### src/rtl/dco_tune_pkg.sv
// dco_tune_pkg
//   Shared definitions for the DCO capacitor-bank tuning sequencer.
//   - state_t        : sequencer FSM states
//   - DEF_*          : default parameter values
//   - therm_w()      : thermometer width for a W-bit binary code (2**W-1)
package dco_tune_pkg;

    typedef enum logic [1:0] {
        ST_IDLE   = 2'd0,
        ST_STEP   = 2'd1,
        ST_SETTLE = 2'd2
    } state_t;

    localparam int DEF_W          = 6;
    localparam int DEF_MAX_STEP   = 4;
    localparam int DEF_DIV        = 4;
    localparam int DEF_SETTLE_CYC = 8;
    localparam int DEF_RESET_CODE = 32;

    function automatic int therm_w(input int w);
        return (1 << w) - 1;
    endfunction

endpackage

### src/rtl/dco_bin2therm.sv
// dco_bin2therm
//   Combinational binary-to-thermometer decoder for the DCO bank.
//   Ports:
//     i_code  [W-1:0]           binary bank code
//     o_therm [2**W-2:0]        thermometer code, bit k = (k < i_code)
module dco_bin2therm
    import dco_tune_pkg::*;
#(
    parameter int W = DEF_W
) (
    input  logic [W-1:0]          i_code,
    output logic [therm_w(W)-1:0] o_therm
);

    always_comb begin
        o_therm = '0;
        for (int k = 0; k < therm_w(W); k++) begin
            o_therm[k] = (W'(k) < i_code);
        end
    end

endmodule

### src/rtl/dco_tune_sequencer.sv
// dco_tune_sequencer
//   Rate-limited walker for the ADPLL thermometer-coded DCO capacitor bank.
//   A target word is accepted in IDLE, then the bank code moves toward it by
//   at most MAX_STEP per update. Each update is preceded by DIV cycles in STEP
//   and followed by SETTLE_CYC cycles in SETTLE, so the bank decoder never
//   sees a large simultaneous switching event.
//
//   Handshake: a target transfers on a rising edge where tgt_valid_i and
//   tgt_ready_o are both high. tgt_ready_o is high only in IDLE and does not
//   depend on tgt_valid_i; the source holds tgt_valid_i and tgt_i stable
//   until the transfer.
//
//   Ports:
//     clk, rst       clock (rising edge), asynchronous active-high reset
//     tgt_i          target tuning word           tgt_valid_i / tgt_ready_o
//     freeze_i       pauses STEP/SETTLE counters; code held
//     code_o         registered binary bank code
//     therm_o        registered thermometer code of code_o
//     busy_o         high in STEP or SETTLE
//     done_o         one-cycle pulse when code_o reaches the accepted target
//     dbg_state_o    current FSM state
module dco_tune_sequencer
    import dco_tune_pkg::*;
#(
    parameter int W          = DEF_W,
    parameter int MAX_STEP   = DEF_MAX_STEP,
    parameter int DIV        = DEF_DIV,
    parameter int SETTLE_CYC = DEF_SETTLE_CYC,
    parameter int RESET_CODE = DEF_RESET_CODE
) (
    input  logic                  clk,
    input  logic                  rst,
    input  logic [W-1:0]          tgt_i,
    input  logic                  tgt_valid_i,
    output logic                  tgt_ready_o,
    input  logic                  freeze_i,
    output logic [W-1:0]          code_o,
    output logic [therm_w(W)-1:0] therm_o,
    output logic                  busy_o,
    output logic                  done_o,
    output state_t                dbg_state_o
);

    localparam int TW    = therm_w(W);
    localparam int DIV_W = (DIV > 1) ? $clog2(DIV) : 1;
    localparam int SET_W = (SETTLE_CYC > 1) ? $clog2(SETTLE_CYC) : 1;

    localparam logic [W-1:0]     RST_CODE = W'(RESET_CODE);
    localparam logic [W:0]       MAX_STEP_X = (W+1)'(MAX_STEP);
    localparam logic [DIV_W-1:0] DIV_LAST = DIV_W'(DIV - 1);
    localparam logic [SET_W-1:0] SET_LAST = SET_W'(SETTLE_CYC - 1);

    state_t           r_state;
    state_t           w_state_nxt;
    logic [W-1:0]     r_code;
    logic [TW-1:0]    r_therm;
    logic [W-1:0]     r_tgt;
    logic             r_done;
    logic [DIV_W-1:0] r_div_cnt;
    logic [SET_W-1:0] r_set_cnt;

    logic [DIV_W-1:0] w_div_nxt;
    logic [SET_W-1:0] w_set_nxt;
    logic             w_load_tgt;
    logic             w_do_step;
    logic             w_done_nxt;

    logic [W:0]       w_diff;
    logic [W:0]       w_mag;
    logic [W:0]       w_step;
    logic [W-1:0]     w_code_step;
    logic [TW-1:0]    w_therm_step;
    logic [TW-1:0]    w_therm_rst;

    // Signed W+1-bit difference; its magnitude never exceeds 2**W-1, so the
    // clamped step always keeps the code inside 0..2**W-1.
    always_comb begin
        w_diff = {1'b0, r_tgt} - {1'b0, r_code};
        w_mag  = w_diff[W] ? (~w_diff + 1'b1) : w_diff;
        w_step = (w_mag > MAX_STEP_X) ? MAX_STEP_X : w_mag;
        w_code_step = w_diff[W] ? (r_code - w_step[W-1:0])
                                : (r_code + w_step[W-1:0]);
    end

    dco_bin2therm #(.W(W)) u_b2t_step (
        .i_code  (w_code_step),
        .o_therm (w_therm_step)
    );

    // Constant input: folds to the reset thermometer pattern.
    dco_bin2therm #(.W(W)) u_b2t_rst (
        .i_code  (RST_CODE),
        .o_therm (w_therm_rst)
    );

    always_ff @(posedge clk or posedge rst) begin
        if (rst) begin
            r_state <= ST_IDLE;
        end else begin
            r_state <= w_state_nxt;
        end
    end

    always_comb begin
        w_state_nxt = r_state;
        w_div_nxt   = r_div_cnt;
        w_set_nxt   = r_set_cnt;
        w_load_tgt  = 1'b0;
        w_do_step   = 1'b0;
        w_done_nxt  = 1'b0;
        case (r_state)
            ST_IDLE: begin
                // Accept is independent of freeze_i; stepping waits instead.
                if (tgt_valid_i) begin
                    w_load_tgt = 1'b1;
                    if (tgt_i == r_code) begin
                        w_done_nxt = 1'b1;
                    end else begin
                        w_state_nxt = ST_STEP;
                        w_div_nxt   = '0;
                    end
                end
            end
            ST_STEP: begin
                if (!freeze_i) begin
                    if (r_div_cnt == DIV_LAST) begin
                        w_do_step   = 1'b1;
                        w_state_nxt = ST_SETTLE;
                        w_set_nxt   = '0;
                    end else begin
                        w_div_nxt = r_div_cnt + 1'b1;
                    end
                end
            end
            ST_SETTLE: begin
                if (!freeze_i) begin
                    if (r_set_cnt == SET_LAST) begin
                        w_set_nxt = '0;
                        if (r_code == r_tgt) begin
                            w_state_nxt = ST_IDLE;
                            w_done_nxt  = 1'b1;
                        end else begin
                            w_state_nxt = ST_STEP;
                            w_div_nxt   = '0;
                        end
                    end else begin
                        w_set_nxt = r_set_cnt + 1'b1;
                    end
                end
            end
            default: begin
                w_state_nxt = ST_IDLE;
            end
        endcase
    end

    always_ff @(posedge clk or posedge rst) begin
        if (rst) begin
            r_code    <= RST_CODE;
            r_therm   <= w_therm_rst;
            r_tgt     <= RST_CODE;
            r_done    <= 1'b0;
            r_div_cnt <= '0;
            r_set_cnt <= '0;
        end else begin
            r_done    <= w_done_nxt;
            r_div_cnt <= w_div_nxt;
            r_set_cnt <= w_set_nxt;
            if (w_load_tgt) begin
                r_tgt <= tgt_i;
            end
            // Code and thermometer move on the same edge, never apart.
            if (w_do_step) begin
                r_code  <= w_code_step;
                r_therm <= w_therm_step;
            end
        end
    end

    assign code_o      = r_code;
    assign therm_o     = r_therm;
    assign done_o      = r_done;
    assign tgt_ready_o = (r_state == ST_IDLE);
    assign busy_o      = (r_state == ST_STEP) || (r_state == ST_SETTLE);
    assign dbg_state_o = r_state;

endmodule

### config.mk
export PLATFORM = sky130hd
export DESIGN_NAME = dco_tune_sequencer
export DESIGN_NICKNAME = d
export VERILOG_FILES = /design/src/rtl/dco_tune_pkg.sv /design/src/rtl/dco_bin2therm.sv /design/src/rtl/dco_tune_sequencer.sv
export SDC_FILE = /design/constraint.sdc
export NUM_CORES = 1
export LEC_CHECK = 0
export CORE_MARGIN = 8
export CORE_UTILIZATION = 52
export DETAILED_ROUTE_END_ITERATION = 10
export HOLD_SLACK_MARGIN = 0.02
export PLACE_DENSITY = 0.83
export REMOVE_ABC_BUFFERS = 1
export SLEW_MARGIN = 15
export SYNTH_ARGS = -nofsm -noshare
export SYNTH_HDL_FRONTEND = slang
export SYNTH_SLANG_ARGS = --single-unit
### constraint.sdc
create_clock -name clk -period 6.95 [get_ports clk]
set_input_delay 2.085 -clock clk [delete_from_list [all_inputs] [get_ports clk]]
set_output_delay 2.085 -clock clk [all_outputs]
set_load 0.05 [all_outputs]
==> results by stage <==
Detailed routing:
- In the routed design, unresolved DRC markers number 0.
- The count of antenna-violating nets left after detailed routing is 0.
- In this run, the number of DRC markers left after iteration 0 of detailed routing was 222.
- The post-detailed-route wirelength per cell is 16.9 µm.
- The overall routed net length is 10.8 mm.
- The final route contains 3647 vias.
- The number of iterations in the first detailed-routing pass is 5.
- The detailed-route vias per instance is 5.73.

GRT:
- The number of antenna violations at the first check in global routing was 0.
- For this run, global-route usage on met2 was measured as 31.9%.
- The first-pass GRT wire length is 17.8 mm.
- The most crowded layer after global routing is met2.
- After global routing the overflow that remains totals 0.
- The via count of the first global-routing pass was 3547.
- The met3 layer usage reported by global route is 3.83%.
- Entering global routing, the biggest net connects 83 pins.
- The fraction of met1 tracks used by global routing is 24.0%.
- The global-route usage over all layers is 19.0%.

Timing:
- The final period utilization is 92.6%.
- Counting I/O delays and the setup requirement, the final critical path takes 6430 ps.
- The setup-violating endpoint count in the final report is 0.
- The number of max-slew violations in the final report is 0.
- The worst clock skew is 12.6 ps.
- For the final routed database, the setup TNS stands at 0 ps.
- Based on the critical path, the design can be clocked at up to 155 MHz.
- The total count of hold-check failures in the final report is 0.
- Setup repair after global routing left no endpoint under its margin.
- At the pin with the least slew margin, the transition time is 996 ps.
- Measured against its own limit, the worst slew margin works out to 33.6%.

Setup path:
- In this run the worst path has a maximum fanout of 48.
- STA classifies the critical path startpoint as a flop.
- The data arrival time of the critical path is 6660 ps.
- The critical path starts at code_o[0]$_DFFE_PP0P_.
- The reg-to-reg endpoint is therm_o[52]$_DFFE_PP0P_.
- The worst setup path is captured at a flop.
- The worst register-to-register path has a depth of 22.
- For the worst setup path, the data required time is 7180 ps.
- Across all register-to-register paths, the minimum setup slack is 520 ps.
- The startpoint of the worst register-to-register path is code_o[0]$_DFFE_PP0P_.
- The critical path in this run is classified as flop to flop.

CTS:
- The tree built by TritonCTS fans out to 82 sinks.
- The number of buffers created by CTS is 9.
- In this run, post-CTS repair resized a total of 0 instances.
- After clock tree synthesis, the clock-pin slew on the worst setup and hold paths is 90 ps.
- The deepest clock path buffer count is 2.
- In this run the post-CTS setup repair buffer count came out at 0.
- The cell sitting at the root of the clock tree is a sky130_fd_sc_hd__clkbuf_8.
- In this run the number of H-tree levels came out at 3.
- The TritonCTS clock tree is done.
- Clock latency on the worst-skew pair, taken at its later pin, is 370 ps.
- In this run, post-CTS hold repair placed 0 buffers.

Finish:
- In the layout the commonest cells are sky130_fd_sc_hd__clkdlybuf4s50_1, sky130_fd_sc_hd__nand2_1, sky130_fd_sc_hd__nor2_1, sky130_fd_sc_hd__dfrtp_1, sky130_fd_sc_hd__dfstp_2.
- The synthesis-to-finish area growth is 26.2%.
- The sequential cells in the finished layout cover a total of 2090 µm².
- The post-route netlist has 14.7% of its cells at a drive strength greater than 1.
- The total number of nets in the final design is 560.
- The filler cells instantiated in the layout total 639.
- The total area of multi-input combinational cells is 2130 µm².
- The repair_antennas step left the layout with diodes totalling 0.
- Leaving out fill and tap cells, the most frequent cell in the layout is sky130_fd_sc_hd__clkdlybuf4s50_1.

Job:
- Max-cap violations in this run came to 0.

Yosys:
- The multiplexer share of the synthesized area is 3.11%.
- After synthesis the cells add up to 4380 µm².
- The most used flip-flop cell after synthesis is sky130_fd_sc_hd__dfrtp_1.
- After synthesis, the share of flip-flops with an asynchronous set or reset is 100%.
- The post-synthesis average cell area is 9.55 µm².
- The portion of the post-synthesis area used by sequential elements is 47.8%.
- The number of enable flip-flop cells after synthesis is 0.
- The number of distinct library cells after synthesis is 55.
- The post-synthesis share of cell area spent on full adders, half adders and majority gates is 6.91%.
- The synthesized netlist devotes 3.97% of its cell area to XOR and XNOR gates.
- The largest family of logic cells by synthesized area is compound AO/OA/AOI/OAI gates.
- The cell count after synthesis came out at 459.
- Summing the areas of all compound-gate instances in the mapped netlist gives 19.1% of the synthesized area.
- For this run, the number of Yosys warnings is 0.
- The simple logic cell fraction of the synthesized area is 14.9%.
- The number of register bits inferred by synthesis is 82.

Min path:
- The worst hold path passes through 2 cells.
- The launch instance of the worst min-delay path is therm_o[53]$_DFFE_PP0P_.
- The min-delay analysis places its worst path in the category flop to flop.
- For hold timing, the worst endpoint is therm_o[53]$_DFFE_PP0P_.

Floorplanning:
- The die outline height is 108 µm.
- The number of rows in the core area is 33.
- The initial core utilization is 53.6%.
- The core region is 8180 µm².
- The die outline area is 11600 µm².
- The floorplan step set the die width to 108 µm.
- The number of primary I/O pins is 84.

Placed design:
- The weighted congestion reported at the end of routability-driven placement is 0.863.
- The detailed placer's ending HPWL is 7.57 mm.
- The number of input and output port buffers inserted is 83.

Status:
- The flow ran to the end, and the final reports show no timing, DRC or antenna violations.
## critical path, cell delays in order, from the launching register on
cell,delay [ps]
sky130_fd_sc_hd__dfrtp_1,440
sky130_fd_sc_hd__ha_1,240
sky130_fd_sc_hd__fa_1,450
sky130_fd_sc_hd__nand2b_1,190
sky130_fd_sc_hd__a21oi_2,280
sky130_fd_sc_hd__xor2_1,190
sky130_fd_sc_hd__o41a_1,440
sky130_fd_sc_hd__mux2_2,290
sky130_fd_sc_hd__or2_4,270
sky130_fd_sc_hd__or3_1,360
sky130_fd_sc_hd__ha_1,230
sky130_fd_sc_hd__or3_1,390
sky130_fd_sc_hd__o31a_1,240
sky130_fd_sc_hd__and2_1,180
sky130_fd_sc_hd__ha_1,330
sky130_fd_sc_hd__a21oi_1,170
sky130_fd_sc_hd__o21ai_0,190
sky130_fd_sc_hd__a21o_1,220
sky130_fd_sc_hd__a21oi_1,180
sky130_fd_sc_hd__xnor2_1,160
sky130_fd_sc_hd__xnor2_4,430
sky130_fd_sc_hd__buf_12,280
sky130_fd_sc_hd__o31ai_1,120
## cell usage after synthesis, types with 5 or more instances
cell type                  count  area [µm²]
sky130_fd_sc_hd__nand2_1      69         259
sky130_fd_sc_hd__dfrtp_1      49        1230
sky130_fd_sc_hd__nor2_1       49         184
sky130_fd_sc_hd__dfstp_2      33         867
sky130_fd_sc_hd__a31oi_1      27         169
sky130_fd_sc_hd__o31ai_1      26         195
sky130_fd_sc_hd__clkbuf_1     24        90.1
sky130_fd_sc_hd__o21ai_0      24         120
sky130_fd_sc_hd__ha_1         21         263
sky130_fd_sc_hd__a21oi_1      20         100
sky130_fd_sc_hd__inv_1        16        60.1
sky130_fd_sc_hd__xnor2_1      10        87.6
sky130_fd_sc_hd__mux2_2        9         101
sky130_fd_sc_hd__xor2_1        8        70.1
sky130_fd_sc_hd__a21o_1        6        45.0
sky130_fd_sc_hd__nand2b_1      5        31.3
## metrics by stage
stage / utilization (%) / hold WS, ps / instances / worst slack (ps) / cell area (µm²)
5_1_grt: 67.6 / 516 / 637 / 139 / 5530
4_1_cts: 67.5 / 486 / 637 / 400 / 5520
2_1_floorplan: - / 454 / 428 / -1090 / 4250
3_5_place_dp: 64.7 / 465 / 621 / 428 / 5290
6_report: 67.6 / 481 / 637 / 516 / 5530
3_3_place_gp: 64.7 / 461 / 621 / 650 / 5290
## state kept, by name, summed over array words and instances, names as in the netlist
| signal | cells |
|---|---|
| done_o | 1 |
| r_set_cnt | 3 |
| therm_o | 63 |
| r_div_cnt | 2 |
| code_o | 5 |
| r_tgt | 6 |
| dbg_state_o | 2 |
## layout make-up
cell class / instances / share of cell area, %
Clock inverter: 7 / 1.97
Timing Repair Buffer: 88 / 15.9
Multi-Input combinational cell: 330 / 38.5
Sequential cell: 82 / 37.9
Clock buffer: 9 / 2.24
Tap cell: 105 / 2.38
Inverter: 16 / 1.11
## cells by family (layout without fill, tap and decap cells)
kind of cell,Yosys count,in the layout
fa+ha+maj,23,23
simple gates,151,151
compound gates,125,125
flops,82,82
xor+xnor,19,19
mux,12,12
buf+inv,47,120
## worst max path at each step
stage | endpoint | cells past startpoint
final | therm_o[52]$_DFFE_PP0P_ | 22
after global routing | therm_o[46]$_DFFE_PP0P_ | 22
after CTS | therm_o[46]$_DFFE_PP0P_ | 22
after detailed placement | therm_o[42]$_DFFE_PP0P_ | 22
after global placement | therm_o[37]$_DFFE_PP0P_ | 22
after floorplan | therm_o[32]$_DFFE_PP0P_ | 21
## metal layers
layer,wire (µm),vias to the layer above
met3,528,14
met5,0,-
met4,163,0
li1,-,1753
met1,4670,1779
met2,5400,101
Power is not shown: default switching activity piles up to over one toggle a cycle in this logic, so the estimate is an artifact.
